--- src/rtl/uart_rx_fifo.sv ---
// uart_rx_fifo: UART receiver for the Nios txd line. It oversamples the line
// 16x per bit, recovers bytes and buffers them in a show-ahead FIFO.
// Default framing is 8N1. Defining UART_RX_PARITY_EN selects 8E1 framing and
// adds the perr pulse output.
module uart_rx_fifo #(
  parameter int CLK_FREQ   = 100000000,
  parameter int BAUD       = 115200,
  parameter int FIFO_DEPTH = 16
) (
  input  logic                        clk,
  input  logic                        rst,
  input  logic                        rxd,
  input  logic                        rd_en,
  output logic [7:0]                  rd_data,
  output logic                        empty,
  output logic                        full,
  output logic [$clog2(FIFO_DEPTH):0] count,
  output logic                        frame_err,
  output logic                        overrun,
`ifdef UART_RX_PARITY_EN
  output logic                        perr,
`endif
  output logic                        busy
);

  localparam int DIV_RAW = CLK_FREQ / (BAUD * 16);
  localparam int DIV     = (DIV_RAW < 1) ? 1 : DIV_RAW;
  localparam int DIV_W   = (DIV > 1) ? $clog2(DIV) : 1;
  localparam int AW      = $clog2(FIFO_DEPTH);
  localparam int CW      = AW + 1;
  localparam logic [DIV_W-1:0] DIV_LAST = DIV_W'(DIV - 1);
  localparam logic [CW-1:0]    DEPTH_C  = CW'(FIFO_DEPTH);

  typedef enum logic [2:0] {
    IDLE,
    START,
    DATA,
`ifdef UART_RX_PARITY_EN
    PARITY,
`endif
    STOP,
    BREAK
  } state_t;

  state_t state, state_nxt;

  logic             sync1, rxs;
  logic [DIV_W-1:0] div_cnt;
  logic             tick;
  logic [3:0]       tick_cnt;
  logic [2:0]       bit_idx;
  logic [7:0]       shift;
  logic             push_req;
  logic             bit_end, mid_start;
  logic             enter_start, shift_en, stop_ok, stop_bad;
`ifdef UART_RX_PARITY_EN
  logic             par_bad, par_ok;
`endif

  logic [7:0]    mem [FIFO_DEPTH];
  logic [AW-1:0] wr_ptr, rd_ptr;
  logic          do_push, do_pop;

  // Two-flop synchronizer for the asynchronous serial line; resets to idle.
  always_ff @(posedge clk or posedge rst) begin
    if (rst) begin
      sync1 <= 1'b1;
      rxs   <= 1'b1;
    end else begin
      sync1 <= rxd;
      rxs   <= sync1;
    end
  end

  assign tick      = (div_cnt == DIV_LAST);
  assign bit_end   = tick && (tick_cnt == 4'd15);
  assign mid_start = tick && (tick_cnt == 4'd7);

  // State register.
  always_ff @(posedge clk or posedge rst) begin
    if (rst) state <= IDLE;
    else     state <= state_nxt;
  end

  // Next-state logic.
  always_comb begin
    state_nxt = state;
    case (state)
      IDLE:   if (!rxs) state_nxt = START;
      START:  if (mid_start) state_nxt = rxs ? IDLE : DATA;
`ifdef UART_RX_PARITY_EN
      DATA:   if (bit_end && (bit_idx == 3'd7)) state_nxt = PARITY;
      PARITY: if (bit_end) state_nxt = STOP;
`else
      DATA:   if (bit_end && (bit_idx == 3'd7)) state_nxt = STOP;
`endif
      STOP:   if (bit_end) state_nxt = rxs ? IDLE : BREAK;
      BREAK:  if (rxs) state_nxt = IDLE;
      default: state_nxt = IDLE;
    endcase
  end

  // State-decoded strobes for the datapath.
  always_comb begin
    busy        = (state != IDLE);
    enter_start = (state == IDLE) && !rxs;
    shift_en    = (state == DATA) && bit_end;
    stop_ok     = (state == STOP) && bit_end && rxs;
    stop_bad    = (state == STOP) && bit_end && !rxs;
`ifdef UART_RX_PARITY_EN
    par_bad     = (state == PARITY) && bit_end && (rxs != ^shift);
`endif
  end

  // Oversample counters, data shift register and error/push strobes.
  // The shift register is not touched again until the next frame's DATA
  // phase, so it feeds the FIFO directly in the cycle after the stop sample.
  always_ff @(posedge clk or posedge rst) begin
    if (rst) begin
      div_cnt   <= '0;
      tick_cnt  <= '0;
      bit_idx   <= '0;
      shift     <= '0;
      push_req  <= 1'b0;
      frame_err <= 1'b0;
`ifdef UART_RX_PARITY_EN
      par_ok    <= 1'b1;
      perr      <= 1'b0;
`endif
    end else begin
      if (enter_start || tick) div_cnt <= '0;
      else                     div_cnt <= div_cnt + DIV_W'(1);

      if (state == IDLE || state == BREAK)
        tick_cnt <= '0;
      else if (tick)
        tick_cnt <= (state == START && tick_cnt == 4'd7) ? 4'd0 : tick_cnt + 4'd1;

      if (state == START)  bit_idx <= '0;
      else if (shift_en)   bit_idx <= bit_idx + 3'd1;

      if (shift_en) shift[bit_idx] <= rxs;

      frame_err <= stop_bad;
`ifdef UART_RX_PARITY_EN
      if (state == START) par_ok <= 1'b1;
      else if (par_bad)   par_ok <= 1'b0;
      perr     <= par_bad;
      push_req <= stop_ok && par_ok;
`else
      push_req <= stop_ok;
`endif
    end
  end

  assign empty   = (count == '0);
  assign full    = (count == DEPTH_C);
  assign do_pop  = rd_en && !empty;
  assign do_push = push_req && (!full || do_pop);
  assign rd_data = mem[rd_ptr];

  // Show-ahead FIFO; a push into a full FIFO survives only with a same-cycle pop.
  always_ff @(posedge clk or posedge rst) begin
    if (rst) begin
      for (int unsigned i = 0; i < FIFO_DEPTH; i++) mem[AW'(i)] <= '0;
      wr_ptr  <= '0;
      rd_ptr  <= '0;
      count   <= '0;
      overrun <= 1'b0;
    end else begin
      overrun <= push_req && full && !do_pop;
      if (do_push) begin
        mem[wr_ptr] <= shift;
        wr_ptr      <= wr_ptr + AW'(1);
      end
      if (do_pop) rd_ptr <= rd_ptr + AW'(1);
      case ({do_push, do_pop})
        2'b10:   count <= count + CW'(1);
        2'b01:   count <= count - CW'(1);
        default: count <= count;
      endcase
    end
  end

endmodule
--- config.mk ---
export PLATFORM = sky130hd
export DESIGN_NAME = uart_rx_fifo
export DESIGN_NICKNAME = d
export VERILOG_FILES = /design/src/rtl/uart_rx_fifo.sv
export SDC_FILE = /design/constraint.sdc
export NUM_CORES = 1
export LEC_CHECK = 0
export CAP_MARGIN = 25
export CORE_AREA = 2 2 154 96
export DETAILED_ROUTE_END_ITERATION = 10
export DIE_AREA = 0 0 156 98
export PLACE_DENSITY = 0.79
export SLEW_MARGIN = 20
export SYNTH_ARGS = -nofsm -noshare
export SYNTH_HDL_FRONTEND = slang
export SYNTH_SLANG_ARGS = --single-unit
export TNS_END_PERCENT = 50
--- constraint.sdc ---
create_clock -name clk -period 6.91 [get_ports clk]
set_input_delay 1.382 -clock clk [delete_from_list [all_inputs] [get_ports clk]]
set_output_delay 1.382 -clock clk [all_outputs]
set_load 0.02 [all_outputs]
# == Word level (Yosys, flattened, before mapping) ==
# Cells that the tools add are included.
# Widths: inputs -> output; s select.
# totals
regBits,170
inputBits,4
output_inout_bits,18
word_cells,112
# op_classes
addsub,7
n_lt_le_gt_ge,5
eq_ne,16
n_mux,24
n_bitwise,2
n_reduce_logical,29
# op_table
operator,n
$bwmux 128,1
$bmux 8 s4,1
$demux 8 s4,1
$mux 3,8
$mux 8,3
$logic_and 1x1->1,15
$pmux 3 s5,1
$add 4x1->4 const B,3
$mux 4,3
$ge 5x5->1 const B,2
$ne 2x2->1 const B,5
$not 4->5,2
$pmux 5 s2,1
$bwmux 8,1
$add 6x1->6 const B,1
$eq 3x2->1 const B,2
$eq 3x3->1 const B,2
$eq 6x6->1 const B,1
$mux 6,1
$reduce_bool 2->1,3
$add 5x1->5 const B,1
$eq 5x5->1 const B,1
$logic_not 5->1,1
$lt 5x1->1 const B,1
17 further kinds,22

# == Depth between registers and ports, before layout ==
# logic_depth
depth_word,7
mapped_depth,14

# == Worst setup path before layout ==
# No wires, ideal clock.
# synth_path
path_kind,input -> register
from,input rd_en
to,register count[4]
setup_time_ns,0.127
t_arrival_ns,3.412
t_required_ns,6.783
setup_slack_ns,3.371
cell_stages,12
path_buffers,3
cell_sequence,nor3_4 buf_6 buf_12 or2b_2 ha_1 clkbuf_1 xor2_1 ha_1 or2_2 a31oi_1 o31ai_1 xnor2_1
# synth_between
elab_chain_len,5
word_cells_on_any_way,7
cone_classes,eq/ne (2); mux (1); reduce/logical (4)
# synth_lines
item,line,text
"start, declared",13,"input logic rd_en,"
$logic_and 1x1->1 (*),158,assign do_pop = rd_en && !empty;
$logic_or 1x1->1,159,assign do_push = push_req && (!full || do_pop);
$logic_and 1x1->1,159,
$eq 2x1->1 or $eq 2x2->1 (tied branches),177,"case ({do_push, do_pop})"
$pmux 5 s2 or $reduce_bool 2->1 (tied branches),n/a,
"end signal, assigned",178,2'b10: count <= count + CW'(1);
"end signal, assigned",179,2'b01: count <= count - CW'(1);
"end signal, assigned",180,default: count <= count;
"end, declared",17,"output logic [$clog2(FIFO_DEPTH):0] count,"
# Every way passes the cells marked *; elsewhere a longest branch is shown, timed or not.
# A chain may end at the register's enable or synchronous reset.

# == Final worst setup path ==
# layout_path
from,register rd_ptr[0]
to,output rd_data[0]
# layout_between
elab_chain_len,4
# layout_lines
item,line,text
"start, declared",61,"logic [AW-1:0] wr_ptr, rd_ptr;"
"start signal, assigned",176,if (do_pop) rd_ptr <= rd_ptr + AW'(1);
$not 4->5 (implied by the code),160,assign rd_data = mem[rd_ptr];
$bmux 8 s4,160,
$mux 8 (implied by the code) (2 in a row),160,
"end, declared",14,"output logic [7:0] rd_data,"
# Every way passes these cells. The select of a mux whose other input is x is not followed.

==> flow_summary.json <==
{
  "viasPerCell": 6.27,
  "routed-via-count": 4821,
  "first_global_vias": 4849,
  "synth-xor-area-share_pct": 1.83,
  "syn_area_per_cell_sq_um": 14.3,
  "synth_edf_count": 0,
  "core_area_sq_mm": 0.0140,
  "crit_path_top_delay_cell": "dfrtp_2",
  "synth.most_common_cell": "dfrtp_1",
  "swShare_pct": 28.1,
  "final.setup_skew_ps": 6.56,
  "p_per_area_mw_per_mm2": 281,
  "grt_usage_pct": 24.0,
  "dieHeight_microns": 98,
  "ys_seq_elements": 170,
  "routed_wl_microns": 17000,
  "n_antenna_cell": 0,
  "synth_fa_ha_area_share_pct": 2.16,
  "pwr-share-seq_pct": 45.0,
  "yosys_warnings": 0,
  "end_kind": "primary output",
  "ant_nets": 0,
  "period_needed_ps": 4590,
  "netSwitchingPower_mw": 0.716,
  "synth-simple-area-share_pct": 9.34,
  "drt-initial-drc-count": 338,
  "required_ps": 5530,
  "criticalPathCategory": "reg2out",
  "wl_per_cell_microns": 22.1,
  "root_buffer": "clkbuf_16",
  "comb_power_share_pct": 13.8,
  "cts-htree-levels": 4,
  "wl_met1_microns": 8110,
  "synth-main-ff-cell": "dfrtp_1",
  "n_fill_cell": 990,
  "tightest_slew_ps": 1030,
  "p_int_mw": 1.83,
  "hold_violations": 0,
  "grt_max_degree": 119,
  "cts_tree": "built",
  "synth_compound_gate_area_share_pct": 3.17,
  "wl_met3_microns": 1060,
  "clk_latency_ps": 430,
  "cp_cell_sequence": "buf_4, mux4_2, a22oi_1, nand2_1, clkdlybuf4s50_1",
  "rsz0062_at_grt": "no",
  "hpwlAfterDp_microns": 10800,
  "fin_nets": 594,
  "place.gp.congestion": 0.825,
  "min_path_type": "reg2reg",
  "cts_setup_buffers": 0,
  "fmax_ghz": 0.218,
  "cts_hold_buffers": 0,
  "synth_top_family_by_area": "multiplexers",
  "yosysSeqAreaShare_pct": 52.4,
  "cp_max_fo": 24,
  "ios": 22,
  "grt_pass1_wl_microns": 27600,
  "clk_path_buf_depth": 2,
  "start_kind": "flip-flop",
  "die_area_sq_mm": 0.0153,
  "clk_pin_slew_ps": 70,
  "synthDistinctLibCells": 56,
  "die_x_microns": 156,
  "ys_async_sr_fraction_pct": 100,
  "synth_common_cells": "168 x dfrtp_1, 138 x mux2_2, 32 x mux4_2",
  "maxCapViolations": 0,
  "dp.cells": 737,
  "ir_drop_v": 0.000156,
  "p_leak_nw": 4.14,
  "synth_top_area_cell": "dfrtp_1",
  "portBuffers": 21,
  "maxUsedRoutingLayer": "met4",
  "maxSlewViolCount": 0,
  "rows": 34,
  "routed-wl-met2_microns": 7640,
  "yosys.area.top_type_share_pct": 51.8,
  "maxSlewHeadroom_pct": 30.8,
  "drive_gt1_share_pct": 40.2,
  "syn_inst": 569,
  "cts_sinks": 170,
  "synth.area.mux_share_pct": 28.4,
  "antenna_found_initial": 0,
  "netlist_area_sq_mm": 0.00812,
  "setup_tns_ps": 0,
  "area_growth_pct": 11.6,
  "synth_area_leaders": "dfrtp_1 52%, mux2_2 19%, mux4_2 8.9%",
  "first_pass_iters": 5,
  "synth_fp_nets": 587,
  "drc_errors": 0,
  "grt.overflow.total": 0,
  "stdcell_count": 769,
  "setup_viol_count_final": 0,
  "status": "finished clean",
  "initial_core_util_pct": 58.0,
  "cts.repair.resized": 0,
  "numCtsBuffers": 17,
  "fin_crit_sh_pct": 66.4,
  "power.share.clock_pct": 41.2,
  "worstPathArrival_ps": 3210,
  "max_stage_delay_ps": 880
}
-- cell families (layout without fill, tap and decap cells) --
| group | count (synthesis) | in the layout |
|---|---|---|
| DFF | 170 | 170 |
| buffers and inverters | 45 | 65 |
| xor gates and xnor gates | 17 | 17 |
| muxes | 173 | 173 |
| AOI/OAI and AO/OA | 37 | 37 |
| adders and majority gates | 14 | 14 |
| and+or+nand+nor | 113 | 113 |
-- final timing paths --
path                       startpoint    endpoint  slack [ps]  cells past startpoint
min in group asynchronous         rst     overrun        1490                      2
hold reg to reg                 sync1         rxs         360                      0
setup reg to reg             count[1]    count[4]        3620                     11
setup / recovery            rd_ptr[0]  rd_data[0]        2320                      5
max in group asynchronous         rst    shift[5]        4230                      3
hold / removal                  sync1         rxs         360                      0
-- power by group through the flow --
| stage | Combinational [mW] | Clock (mW) | Sequential (mW) |
|---|---|---|---|
| floorplan | 0.326 | 0 | 1.08 |
| CTS | 0.353 | 1.06 | 1.15 |
| global placement | 0.341 | 0 | 1.16 |
| detailed placement | 0.350 | 0 | 1.17 |
| finish | 0.352 | 1.05 | 1.15 |
| global route | 0.382 | 1.10 | 1.16 |
-- placed cells by master, fill, tap and decap left out, types with 4 or more instances in the layout --
cell type,count
a21oi_1,6
a22oi_1,16
nand3_1,11
xnor2_1,9
nor3_1,4
nor2_1,23
mux4_2,32
buf_4,5
xor2_1,8
clkinvlp_4,4
nand4_1,5
nand2_1,22
nand2b_1,5
dfrtp_1,166
clkbuf_16,17
inv_1,6
nor3_2,7
nor3_4,6
clkdlybuf4s50_1,21
ha_1,14
mux2_2,138
bufinv_16,4
-- stage by stage --
step | area, sq um | util, % | setup WS (ps) | hold slack (ps) | power (mW)
detailed placement | 8410 | 60.1 | 2720 | 349 | 1.52
finish | 9060 | 64.8 | 2320 | 360 | 2.55
floorplan | 8120 | - | 928 | 345 | 1.41
global placement | 8410 | 60.1 | 2740 | 347 | 1.50
global route | 9060 | 64.8 | 2100 | 362 | 2.64
CTS | 9060 | 64.7 | 2260 | 361 | 2.56
-- state kept, by name, summed over array words and instances, names as in the netlist --
register / cells
bit_idx: 3
count: 5
div_cnt: 6
frame_err: 1
mem: 128
overrun: 1
push_req: 1
rd_ptr: 4
rxs: 1
shift: 8
state: 3
sync1: 1
tick_cnt: 4
wr_ptr: 4
-- routing by layer --
layer	GRT usage, %	up-vias
met2	34.8	155
met3	5.46	18
met4	6.42	0
met5	0	-
met1	36.9	2541
li1	-	2107
-- area by class of cell --
cell class	count	area [sq um]	area share, %
flip-flops and latches	170	4260	47.0
multi-input cells	354	3650	40.2
clock buffers	20	467	5.15
repair buffers	26	248	2.73
well taps	180	225	2.48
clock inverters	12	185	2.04
inverters	7	33.8	0.373
-- critical path, delay by kind of cell (launching register included) --
family / cells / cell delay [ps]
buf+inv: 2 / 940
flops: 1 / 880
simple gates: 1 / 120
mux: 1 / 530
compound gates: 1 / 300
Note: power is estimated with default switching activity, not from simulation.
==> patch 1: new RTL, same flow settings <==
Change the parameter `FIFO_DEPTH` from 16 to 8.
--- a/src/rtl/uart_rx_fifo.sv
+++ b/src/rtl/uart_rx_fifo.sv
@@ -5,7 +5,7 @@
 module uart_rx_fifo #(
   parameter int CLK_FREQ   = 100000000,
   parameter int BAUD       = 115200,
-  parameter int FIFO_DEPTH = 16
+  parameter int FIFO_DEPTH = 8
 ) (
   input  logic                        clk,
   input  logic                        rst,
Interface: changed (resized count); port bits go from 22 to 21. No check against the original RTL was run, so the function may have changed too.
==> patch 1 against the unedited design <==
- register-to-register slack gained 620 ps
- sequential power shrank 38%
- die area stayed put
- total power shrank 46%
- count of clock-buffer cells in the layout shrank 8
- synthesized area fell by 38%
- first-iteration DRC count is 48% lower
- clock power shrank 54%
- setup slack better by 350 ps
- hold slack lost 2.8 ps
- routed wire length shrank 45%
- sequential cell count fell by 67
- cell area is 38% lower
==> patch 1: results (changes against the unedited design) <==
[outcome]
status = complete, no violations  ; unchanged

[clock_tree]
numCtsBuffers = 9  ; was 17
clock_latency_ps = 340  ; was 430 ps
h-tree-depth = 3  ; was 4

[placed_design]
io_buffers = 20  ; was 21
gp_congestion = 0.7920  ; was 0.8249
dp_slack_ps = 3010  ; was 2717 ps
post-dp-hpwl_um = 6408  ; was 10810 um
placed_cell_area_um2 = 5353  ; was 8409 um^2

[global_route]
gr-usage-all-layers = 0.1313  ; was 0.2399
grt_max_degree = 88  ; was 119
first_global_vias = 2934  ; was 4849
grt_pass1_wl_um = 15590  ; was 27640 um

[yosys]
post-synth-top-count-cell = dfrtp_1  ; unchanged
seq_area_frac_synth = 0.5098  ; was 0.5241
synthArstFlopShare = 1.000  ; unchanged
ys_types = 54  ; was 56
yosys-top-cells-area = dfrtp_1, mux2_2, mux4_1  ; was dfrtp_1, mux2_2, mux4_2
synth_commonest_cells = dfrtp_1, mux2_2, nor2_1, nand2_1, mux4_1  ; was dfrtp_1, mux2_2, mux4_2, nor2_1, nand2_1
synth.net_count = 369  ; was 587

[setup_path]
crit_path_top_delay_cell = dfrtp_1  ; was dfrtp_2
slowest_delay_ps = 970  ; was 880 ps
r2r_slack_ps = 4240  ; was 3620 ps
arrival_ps = 2860  ; was 3210 ps
crit_fanout = 18  ; was 24

[detailed_routing]
vias_per_cell = 5.159  ; was 6.269
first_pass_iters = 4  ; was 5
route.met2.wl_um = 4068  ; was 7639 um
wl_met1_um = 4779  ; was 8108 um
drt_iter0_markers = 176  ; was 338
wl_per_cell_um = 16.90  ; was 22.15 um

[timing]
slew_headroom = 0.3600  ; was 0.3083
timing.final.crit_share = 0.6141  ; was 0.6642
skew_ps = 6.550  ; was 6.564 ps

[cells_and_area]
drive_gt1_frac = 0.3110  ; was 0.4024
largestRegisters = mem (64), shift (8), div_cnt (6)  ; was mem (128), shift (8), div_cnt (6)
fin_nets = 383  ; was 594

[min_path]
hold_path_class = reg2reg  ; unchanged

[power]
leakagePower_nw = 2.752  ; was 4.139 nW
peakVddDrop_uv = 137.7  ; was 155.8 uV

[patch 1: cell types whose count changed in the layout (fill, tap and decap cells not counted), moves of 5 or more]
cell | before | now
nand2_1 | 22 | 14
nor3_4 | 6 | 1
nor3_2 | 7 | 1
dfrtp_1 | 166 | 101
mux4_1 | 0 | 13
a22oi_1 | 16 | 0
mux4_2 | 32 | 2
clkbuf_16 | 17 | 9
mux2_2 | 138 | 79
buf_4 | 5 | 0
[patch 1: power breakdown]
part           total, mW  internal, mW  switching, mW
Clock              0.479         0.270          0.208
Combinational      0.182         0.107         0.0752
Sequential         0.711         0.625         0.0861
Total               1.37          1.00          0.370
[patch 1: worst max-delay path, delay by kind of cell (launching register included)]
kind     cells  cell delay [ps]
buf+inv      1              540
mux          2             1010
flops        1              970
[patch 1: stage by stage]
step / power, mW / hold slack, ps / util / std cells
after CTS: 1.388 / 357.8 / 0.4027 / 553
after global placement: 0.8956 / 346.9 / 0.3824 / 538
after detailed placement: 0.9045 / 348.4 / 0.3824 / 538
after floorplan: 0.8666 / 345.2 / - / 355
after global routing: 1.433 / 364.7 / 0.4030 / 553
final: 1.372 / 356.8 / 0.4030 / 553
[patch 1: layout make-up]
cell class / count / area, um^2
sequential: 103 / 2580
fill: 1248 / 8356
tap: 180 / 225.2
inverter: 9 / 36.28
timing repair buffer: 21 / 211.5
clock buffer: 12 / 266.5
multi-input combinational: 225 / 2303
clock inverter: 3 / 17.52
[patch 1: kinds of logic after synthesis]
| kind of cell | after synthesis | share of synthesized area |
|---|---|---|
| muxes | 101 | 0.2697 |
| adders and majority gates | 10 | 0.02472 |
| buffers and inverters | 27 | 0.03510 |
| AOI/OAI and AO/OA | 14 | 0.01656 |
| xor gates and xnor gates | 16 | 0.02769 |
| and+or+nand+nor | 84 | 0.1164 |
| DFF | 103 | 0.5098 |
[patch 1: routing by layer]
metal	vias up	global-route usage
li1	1325	-
met1	1463	0.2010
met2	55	0.1862
met3	10	0.02841
met4	0	0.03881
met5	-	0
[patch 1: path summary, 6_finish.rpt]
kind,endpoint,cells past startpoint
min in group asynchronous,div_cnt[4],2
hold reg to reg,rxs,0
max in group asynchronous,mem[61],3
hold / removal,rxs,0
setup reg to reg,count[2],10
setup / recovery,rd_data[5],3
==> patch 2: new RTL, same flow settings <==
Made on the original files. Encoding of `state_t`: now one-hot (5 bits for 5 states).
--- a/src/rtl/uart_rx_fifo.sv
+++ b/src/rtl/uart_rx_fifo.sv
@@ -31,15 +31,15 @@
   localparam logic [DIV_W-1:0] DIV_LAST = DIV_W'(DIV - 1);
   localparam logic [CW-1:0]    DEPTH_C  = CW'(FIFO_DEPTH);
 
-  typedef enum logic [2:0] {
-    IDLE,
-    START,
-    DATA,
+  typedef enum logic [4:0] {
+    IDLE  = 5'b00001,
+    START = 5'b00010,
+    DATA  = 5'b00100,
 `ifdef UART_RX_PARITY_EN
     PARITY,
 `endif
-    STOP,
-    BREAK
+    STOP  = 5'b01000,
+    BREAK = 5'b10000
   } state_t;
 
   state_t state, state_nxt;
Formal check against the unedited RTL: no difference found for any inputs over 10 cycles, from zero or initial values and one cycle with rst high; not proved beyond that.
==> patch 2 against the unedited design <==
- setup slack better by 230 ps
- sequential share of layout area up 0.62 points
- synthesized cell count down 0.70%
- sequential cell count up 2
- clock power decreased by 15%
- total power up 1.3%
- global-route usage down 0.29 points
- register-to-register slack gained 470 ps
- routed wire length is 1.5% lower
- cell area shrank 0.15%
- combinational power grew 45%
- synthesized area up 0.60%
==> patch 2: results (changes against the unedited design) <==
[placed_design]
placed_cell_area_um2 = 8472  ; was 8409 um^2
dpl.cell_count = 733  ; was 737
dp_slack_ps = 2886  ; was 2717 ps
post-dp-hpwl_um = 10740  ; was 10810 um
gp_congestion = 0.8245  ; was 0.8249

[clock_tree]
numCtsBuffers = 17  ; unchanged
h-tree-depth = 4  ; unchanged
root_buffer = clkbuf_16  ; unchanged
clk_pin_slew_ps = 70  ; about the same

[setup_path]
reg2regPathDepth = 10  ; was 11
crit_fanout = 35  ; was 24
r2r_slack_ps = 4090  ; was 3620 ps
crit_end = rd_data[3]  ; was rd_data[0]
arrival_ps = 2980  ; was 3210 ps

[detailed_routing]
drt_iter0_markers = 395  ; was 338
wl_per_cell_um = 21.91  ; was 22.15 um
num_vias = 4758  ; was 4821
first_pass_iters = 5  ; unchanged

[timing]
skew_ps = 11.45  ; was 6.564 ps
min_period_ps = 4362  ; was 4590 ps
slew_headroom = 0.4300  ; was 0.3083
slew_violations = 0  ; unchanged
hold_slack_ps = 356.5  ; was 359.6 ps

[power]
peakVddDrop_uv = 223.0  ; was 155.8 uV
leakagePower_nw = 4.197  ; was 4.139 nW
net-switching-power_mw = 0.8041  ; was 0.7159 mW

[cells_and_area]
stdcell_count = 766  ; was 769
largestRegisters = mem (128), shift (8), div_cnt (6)  ; unchanged
drive_gt1_frac = 0.4078  ; was 0.4024
fin_nets = 590  ; was 594

[yosys]
synth.net_count = 582  ; was 587
yosys-top-cells-area = dfrtp_1, mux2_2, mux4_2  ; unchanged
synth.avg_cell_area_um2 = 14.46  ; was 14.27 um^2
synth_commonest_cells = dfrtp_1, mux2_2, mux4_2, clkbuf_1, nand2_1  ; was dfrtp_1, mux2_2, mux4_2, nor2_1, nand2_1
ys_types = 51  ; was 56
seq_area_frac_synth = 0.5273  ; was 0.5241

[outcome]
status = complete, no violations  ; unchanged

[global_route]
grt_pass1_wl_um = 27220  ; was 27640 um
grt_max_degree = 104  ; was 119
gr-usage-all-layers = 0.2370  ; was 0.2399
first_global_vias = 4941  ; was 4849

[min_path]
hold_depth = 0  ; unchanged

==> patch 2: cell count changes in the layout (fill, tap and decap cells not counted), moves of 8 or more <==
cell and delta:
a22oi_1 -15, and3_1 +8, mux4_2 +8, nand3_2 +8, nor2_1 -10
==> patch 2: kinds of logic (layout without fill, tap and decap cells) <==
| logic type | after synthesis | count (layout) | synth area share |
|---|---|---|---|
| buffers and inverters | 49 | 70 | 0.02588 |
| flip-flops | 172 | 172 | 0.5273 |
| AND/OR/NAND/NOR | 100 | 100 | 0.07856 |
| adder cells (fa/ha/maj) | 13 | 13 | 0.01991 |
| XOR/XNOR | 19 | 19 | 0.02037 |
| multiplexers | 178 | 178 | 0.3005 |
| AO/OA/AOI/OAI | 34 | 34 | 0.02757 |
==> patch 2: layer usage <==
layer | vias to the layer above | share of wire | global-route usage | wire length [um]
met2 | 112 | 0.45 | 0.3533 | 7634
met4 | 0 | 0.0098 | 0.05646 | 164
met1 | 2524 | 0.49 | 0.3624 | 8288
met5 | - | 0 | 0 | 0
li1 | 2101 | - | - | -
met3 | 21 | 0.042 | 0.05016 | 697
==> patch 2: power by group through the flow <==
stage	sequential (mW)	combinational (mW)	clock [mW]
2_1_floorplan	1.13	0.429	0
3_3_place_gp	1.18	0.501	0
3_5_place_dp	1.19	0.517	0
4_1_cts	1.17	0.517	0.909
5_1_grt	1.18	0.557	0.955
6_report	1.17	0.512	0.896
==> patch 2: cell type report <==
type                       instances  area, um^2
fill                             986        4946
sequential                       172        4309
multi-input combinational        344        3651
clock buffer                      19       442.9
timing repair buffer              25       260.3
tap                              180       225.2
clock inverter                    13       107.6
inverter                          13       53.80
==> patch 2: worst max-delay path, cell delays in order (launching register included) <==
cell,delay [ps]
dfrtp_2,340
buf_4,550
mux4_2,600
mux4_2,500
clkdlybuf4s50_1,550
